**src/rtl/audio_vol_pkg.sv**
```systemverilog
// Shared types and saturating helpers for the audio volume sequencer.
// Gain is volumeBin12/2048, so VOL_UNITY is 0 dB.
package audio_vol_pkg;

  localparam int VOL_W = 12;
  localparam logic [VOL_W-1:0] VOL_UNITY = 12'd2048;

  typedef logic [VOL_W-1:0] vol_t;

  typedef enum logic [1:0] {
    IDLE    = 2'd0,
    RAMP_UP = 2'd1,
    RAMP_DN = 2'd2,
    MUTED   = 2'd3
  } vol_state_t;

  // The sum is formed one bit wider, so a step near full scale clamps instead of wrapping.
  function automatic vol_t vol_add_sat(input vol_t v, input vol_t step, input vol_t lim);
    logic [VOL_W:0] sum;
    sum = {1'b0, v} + {1'b0, step};
    return (sum > {1'b0, lim}) ? lim : sum[VOL_W-1:0];
  endfunction

  function automatic vol_t vol_sub_sat(input vol_t v, input vol_t step);
    return (v < step) ? '0 : (v - step);
  endfunction

endpackage

```
**src/rtl/volume_ctrl_btn_repeat.sv**
```systemverilog
// Button edge detect plus hold/auto-repeat: one step on press, another after
// HOLD_SMPLS held sample strobes, then one every REPEAT_SMPLS strobes.
module btn_repeat #(
  parameter int HOLD_SMPLS   = 24000,
  parameter int REPEAT_SMPLS = 4800
) (
  input  logic clk,
  input  logic rst_n,
  input  logic smpl_valid,
  input  logic btn,
  output logic step
);

  localparam int CNT_MAX = (HOLD_SMPLS > REPEAT_SMPLS) ? HOLD_SMPLS : REPEAT_SMPLS;
  localparam int CNT_W   = $clog2(CNT_MAX + 1);

  logic             btn_q;
  logic [CNT_W-1:0] cnt;
  logic             rise;
  logic             rpt;

  assign rise = btn & ~btn_q;
  assign rpt  = btn & btn_q & smpl_valid & (cnt == CNT_W'(1));
  assign step = rise | rpt;

  // Down-counter to the next repeat; a strobe in the press cycle itself is not counted.
  always_ff @(posedge clk or negedge rst_n) begin
    if (!rst_n) begin
      btn_q <= 1'b0;
      cnt   <= '0;
    end else begin
      btn_q <= btn;
      if (!btn) begin
        cnt <= '0;
      end else if (rise) begin
        cnt <= CNT_W'(HOLD_SMPLS);
      end else if (smpl_valid && (cnt != '0)) begin
        cnt <= (cnt == CNT_W'(1)) ? CNT_W'(REPEAT_SMPLS) : (cnt - CNT_W'(1));
      end
    end
  end

endmodule

```
**src/rtl/volume_ctrl.sv**
```systemverilog
// Volume sequencer: buttons and mute set a target, applied gain ramps per sample.
// Build option AUDIO_SOFT_START_EN: fade in from silence to VOL_RESET after reset.
//
// state   | meaning
// IDLE    | applied gain equals target, not muted
// RAMP_UP | applied gain below effective target, stepping up on strobes
// RAMP_DN | applied gain above effective target, stepping down on strobes
// MUTED   | muted and applied gain has reached 0
module volume_ctrl
  import audio_vol_pkg::*;
#(
  parameter vol_t VOL_MAX      = 12'd4095,
  parameter vol_t VOL_RESET    = 12'd1024,
  parameter vol_t BTN_STEP     = 12'd64,
  parameter vol_t RAMP_STEP    = 12'd8,
  parameter int   HOLD_SMPLS   = 24000,
  parameter int   REPEAT_SMPLS = 4800
) (
  input  logic             clk,
  input  logic             rst_n,
  input  logic             smpl_valid,
  input  logic             vol_up,
  input  logic             vol_dn,
  input  logic             mute_tgl,
  output logic [VOL_W-1:0] volumeBin12,
  output logic [VOL_W-1:0] target_vol,
  output logic             muted,
  output logic             ramping
);

`ifdef AUDIO_SOFT_START_EN
  localparam vol_t       GAIN_RST  = '0;
  localparam vol_state_t STATE_RST = RAMP_UP;
`else
  localparam vol_t       GAIN_RST  = VOL_RESET;
  localparam vol_state_t STATE_RST = IDLE;
`endif

  vol_state_t state;
  vol_state_t state_nxt;
  vol_t       eff;
  vol_t       eff_nxt;
  vol_t       gain_nxt;
  vol_t       target_nxt;
  logic       muted_nxt;
  logic       up_step;
  logic       dn_step;
  logic       up_solo;
  logic       dn_solo;

  // Both buttons down is treated as neither, which also holds both repeat counters at 0.
  assign up_solo = vol_up & ~vol_dn;
  assign dn_solo = vol_dn & ~vol_up;

  btn_repeat #(
    .HOLD_SMPLS  (HOLD_SMPLS),
    .REPEAT_SMPLS(REPEAT_SMPLS)
  ) u_btn_up (
    .clk       (clk),
    .rst_n     (rst_n),
    .smpl_valid(smpl_valid),
    .btn       (up_solo),
    .step      (up_step)
  );

  btn_repeat #(
    .HOLD_SMPLS  (HOLD_SMPLS),
    .REPEAT_SMPLS(REPEAT_SMPLS)
  ) u_btn_dn (
    .clk       (clk),
    .rst_n     (rst_n),
    .smpl_valid(smpl_valid),
    .btn       (dn_solo),
    .step      (dn_step)
  );

  always_comb begin
    eff        = muted ? '0 : target_vol;
    target_nxt = target_vol;
    muted_nxt  = muted ^ mute_tgl;
    gain_nxt   = volumeBin12;

    if (up_step && !dn_step) begin
      target_nxt = vol_add_sat(target_vol, BTN_STEP, VOL_MAX);
    end else if (dn_step && !up_step) begin
      target_nxt = vol_sub_sat(target_vol, BTN_STEP);
    end

    // The step direction follows eff, so a mute mid ramp-up turns around without overshoot.
    if (smpl_valid && ((state == RAMP_UP) || (state == RAMP_DN))) begin
      if (eff > volumeBin12) begin
        gain_nxt = ((eff - volumeBin12) <= RAMP_STEP) ? eff : (volumeBin12 + RAMP_STEP);
      end else if (eff < volumeBin12) begin
        gain_nxt = ((volumeBin12 - eff) <= RAMP_STEP) ? eff : (volumeBin12 - RAMP_STEP);
      end
    end

    // State is derived from the values being registered, so ramping tracks volumeBin12 exactly.
    eff_nxt = muted_nxt ? '0 : target_nxt;
    if (gain_nxt == eff_nxt) begin
      state_nxt = muted_nxt ? MUTED : IDLE;
    end else if (eff_nxt > gain_nxt) begin
      state_nxt = RAMP_UP;
    end else begin
      state_nxt = RAMP_DN;
    end
  end

  always_ff @(posedge clk or negedge rst_n) begin
    if (!rst_n) begin
      state       <= STATE_RST;
      volumeBin12 <= GAIN_RST;
      target_vol  <= VOL_RESET;
      muted       <= 1'b0;
      ramping     <= (GAIN_RST != VOL_RESET);
    end else begin
      state       <= state_nxt;
      volumeBin12 <= gain_nxt;
      target_vol  <= target_nxt;
      muted       <= muted_nxt;
      ramping     <= (state_nxt == RAMP_UP) || (state_nxt == RAMP_DN);
    end
  end

endmodule

```
**config.mk**
```make
export PLATFORM = sky130hd
export DESIGN_NAME = volume_ctrl
export DESIGN_NICKNAME = d
export VERILOG_FILES = /design/src/rtl/audio_vol_pkg.sv /design/src/rtl/volume_ctrl_btn_repeat.sv /design/src/rtl/volume_ctrl.sv
export SDC_FILE = /design/constraint.sdc
export NUM_CORES = 1
export LEC_CHECK = 0
export BUFFER_PORTS_ARGS = -buffer_cell sky130_fd_sc_hd__buf_2
export CORE_ASPECT_RATIO = 1.4
export CORE_MARGIN = 2
export CORE_UTILIZATION = 60
export DETAILED_ROUTE_END_ITERATION = 10
export PLACE_DENSITY = 0.87
export SLEW_MARGIN = 40
export SYNTH_ARGS = -nofsm -noshare
export SYNTH_HDL_FRONTEND = slang
export SYNTH_HIERARCHICAL = 1
export SYNTH_SLANG_ARGS = --single-unit
```
**constraint.sdc**
```tcl
create_clock -name clk -period 13.85 [get_ports clk]
set_input_delay 2.0775 -clock clk [delete_from_list [all_inputs] [get_ports clk]]
set_output_delay 2.0775 -clock clk [all_outputs]
set_load 0.03 [all_outputs]
```
==> impl_summary.txt <==
----------------------------------------------------
[Detailed routing]
  Final antenna-violating net count ... 0
  Via density per instance ... 6.88
  Avg WL per Cell ... 19.1 um
  Residual DRC ... 0
  Aggregate routed wire length ... 15900 um
  Drt first pass iters ... 5
  Via Count ... 5725
  Detailed router's first-iteration violation count ... 399

[Status]
  Status ... finished, final reports clean

[Clocking]
  Post-cts gate resize count ... 0
  CTS Buf Count ... 9
  Number of setup buffers added after CTS ... 0
  CTS tree ... yes
  Bufs on Longest Clock Path ... 2
  Clk Latency, worst-skew pair ... 0.33 ns
  H-Tree Depth ... 3
  Num Clock Sinks ... 60
  Worst-path clk slew ... 0.05 ns
  Root buf cell ... clkbuf_16
  Number of hold-repair buffers added at the cts stage ... 0

[Logic synthesis]
  Post-synth EDFFs ... 0
  Main combinational cell family by area after synthesis ... simple AND/OR/NAND/NOR gates
  Avg Synthesized Cell Area ... 8.17 sq um
  Count of different cell masters after synthesis ... 77
  Post-synth top flop ... dfrtp_1
  Post-Synth XOR/XNOR Area ... 3.65%
  Area share of and/or/nand/nor cells after synthesis ... 28.3%
  Total standard cell area after synthesis ... 5760 sq um
  Share of synthesized area occupied by flip-flops and latches ... 26.1%
  Number of synthesized register bits ... 60
  Instance count of the mapped netlist ... 705
  Share of the synthesized area in the top cell type ... 25.2%
  Share of flip-flops with an asynchronous set or reset after synthesis ... 100%
  Post-synth net total ... 757
  Yosys warnings ... 6
  Cell taking the most area after synthesis ... dfrtp_1
  Area share of fa/ha/maj cells after synthesis ... 9.99%
  Multiplexer share of the synthesized area ... 4.56%
  Top cells by area, synth ... dfrtp_1 (25%), ha_1 (10%), a21oi_1 (3.9%)
  Synthesized-area fraction occupied by ao, oa, aoi and oai cells ... 22.2%

[STA]
  Min Tclk post-route ... 5.53 ns
  Final Max Slew Viols ... 0
  Final setup skew ... 0.00405 ns
  Actual slew at the worst max-slew pin ... 0.853 ns
  Fraction of the cycle the final worst path needs ... 39.9%
  Setup repair after global routing missed its margin ... no
  Highest clock rate ... 181 MHz
  Worst slew margin ... 42.3%
  Final Hold Viols ... 0
  Summed negative setup slack over all endpoints ... 0 ns
  Final setup violating endpoints ... 0

[Floorplan]
  Overall die area ... 10400 sq um
  Top-Level Pins ... 32
  Cell row count ... 42
  Die height ... 120 um
  Starting Density ... 61.2%
  Die Wd ... 86.8 um
  CORE AREA ... 9410 sq um

[Power and ir drop]
  Peak ir drop on the vdd network ... 0.000131 V
  Total power ... 1320 uW
  Static leakage ... 0.00287 uW
  P per Cell Area ... 209 nW/um^2

[Global routing]
  Grt ovf ... 0
  Number of global-route vias before repair ... 5615
  Number of antenna violations at the first check in global routing ... 0
  Largest net degree at the start of global routing ... 61
  Wire length of the first global-routing pass ... 26300 um
  Total track usage ... 31.7%

[Final layout]
  Antenna diode instance count ... 0
  Post-layout nets ... 769
  Count of fill cells added during filler insertion ... 749
  Growth of design area from synthesis to finish ... 9.75%
  Fraction of layout cells with a size suffix above 1 ... 12.0%

[Worst setup path]
  Launch point of the critical path ... vol_dn
  Critical path's largest stage delay ... 0.49 ns
  Crit path cell chain ... buf_2 -> nor2b_1 -> inv_1 -> a21oi_1 -> nand2b_1 -> nor3_1 -> nand2_1 -> or3_1 -> a21o_1 -> and2_1 -> ha_1 -> a21o_1 -> a21oi_1 -> nor2b_1 -> o21ai_0 -> nand2b_1 -> a21oi_1 -> o2111ai_1 -> o21a_1
  Origin of the critical flop-to-flop path ... muted
  Slowest stage cell on the critical path ... or3_1
  Critical path fanouts, max ... 10
  Worst path most repeated cell ... a21oi_1
  Worst endpoint required time ... 14.07 ns
  Data arrival time of the worst path ... 5.75 ns
  Type of the worst setup path ... in2reg
  Critical path capture point type ... flop
  Setup crit start kind ... input pin

[Run]
  Max-cap violation count ... 0

[Worst hold path]
  Hold_sp ... u_btn_up/cnt[14]
  Worst hold-check path type ... reg2reg

[Placed design]
  Number of port buffers ... 31
  Last weighted congestion value of the routability-driven placer ... 0.950
  Placed wire-length estimate after detailed placement ... 11600 um

----------------------------------------------------
critical path, delay by kind of cell:
family / cells / cell delay (ns)
AND/OR/NAND/NOR: 8 / 1.61
AO/OA/AOI/OAI: 8 / 1.51
adder cells (fa/ha/maj): 1 / 0.30
buffers and inverters: 2 / 0.26
layout by cell type, fill, tap and decap left out, types with 11 or more instances in the layout:
master / count
dfrtp_1: 58
nand2_1: 54
nor2_1: 51
ha_1: 46
inv_1: 45
a21oi_1: 45
o21ai_0: 35
buf_2: 31
nor3_1: 22
nand2b_1: 21
nand3_1: 20
mux2i_1: 18
nand4_1: 16
xnor2_1: 16
and2_1: 16
nor2b_1: 13
nor4_1: 13
a21o_1: 12
and3_1: 11
Yosys cell counts, types with 11 or more instances:
cell,number
inv_1,45
nand3_1,20
a21oi_1,45
nor3_1,22
nand2b_1,21
clkbuf_1,21
a21o_1,12
and3_1,11
o21ai_0,35
ha_1,46
mux2i_1,18
nor2_1,51
nand2_1,54
dfrtp_1,58
and2_1,16
nand4_1,16
xnor2_1,17
nor2b_1,13
nor4_1,13
through the flow:
stage               hold WS [ns]  instance area [sq um]  utilization (%)  std cells  worst slack [ns]
floorplan                  0.518                   5760                -        705              8.69
global placement           0.545                   5940             63.1        816              8.40
detailed placement         0.546                   5940             63.2        816              8.21
CTS                        0.554                   6320             67.2        832              8.40
global route               0.589                   6320             67.2        832              8.00
finish                     0.551                   6320             67.2        832              8.32
per-layer routing:
metal	GRT usage, %	share of wire [%]
met1	34.1	37
met2	54.4	52
met3	6.74	5.5
met4	21.4	6.0
met5	0	0
area by class of cell:
class	count	area [sq um]	share of cell area, %
Clock buffer	10	239	3.78
Tap cell	110	138	2.18
Sequential cell	60	1500	23.8
Clock inverter	6	135	2.14
Timing Repair Buffer	33	174	2.75
Multi-Input combinational cell	568	3960	62.7
Inverter	45	169	2.67
flip-flops by register name, summed over array words and instances, names as in the netlist:
| name | count |
|---|---|
| muted | 1 |
| ramping | 1 |
| state | 2 |
| target_vol | 12 |
| u_btn_dn/btn_q | 1 |
| u_btn_dn/cnt | 15 |
| u_btn_up/btn_q | 1 |
| u_btn_up/cnt | 15 |
| volumeBin12 | 12 |
logic make-up after synthesis:
family | after synthesis
buf+inv | 77
compound gates | 186
fa+ha+maj | 46
simple gates | 287
flops | 60
xor+xnor | 24
mux | 25
where the power goes:
group	leakage, uW	total (uW)	internal (uW)	switching (uW)
Clock	0.000175	279	199	80.7
Combinational	0.00194	763	286	477
Sequential	0.000752	281	211	70.4
final timing paths:
check	depth (start not counted)	to	slack, ns
setup / recovery	19	state[0]	8.32
hold / removal	2	u_btn_up/cnt[14]	0.55
setup reg to reg	17	state[0]	8.33
hold reg to reg	2	u_btn_up/cnt[14]	0.55
max in group asynchronous	2	u_btn_dn/cnt[1]	11.65
min in group asynchronous	2	u_btn_up/cnt[4]	1.79
Power figures use the tool's default switching activity.
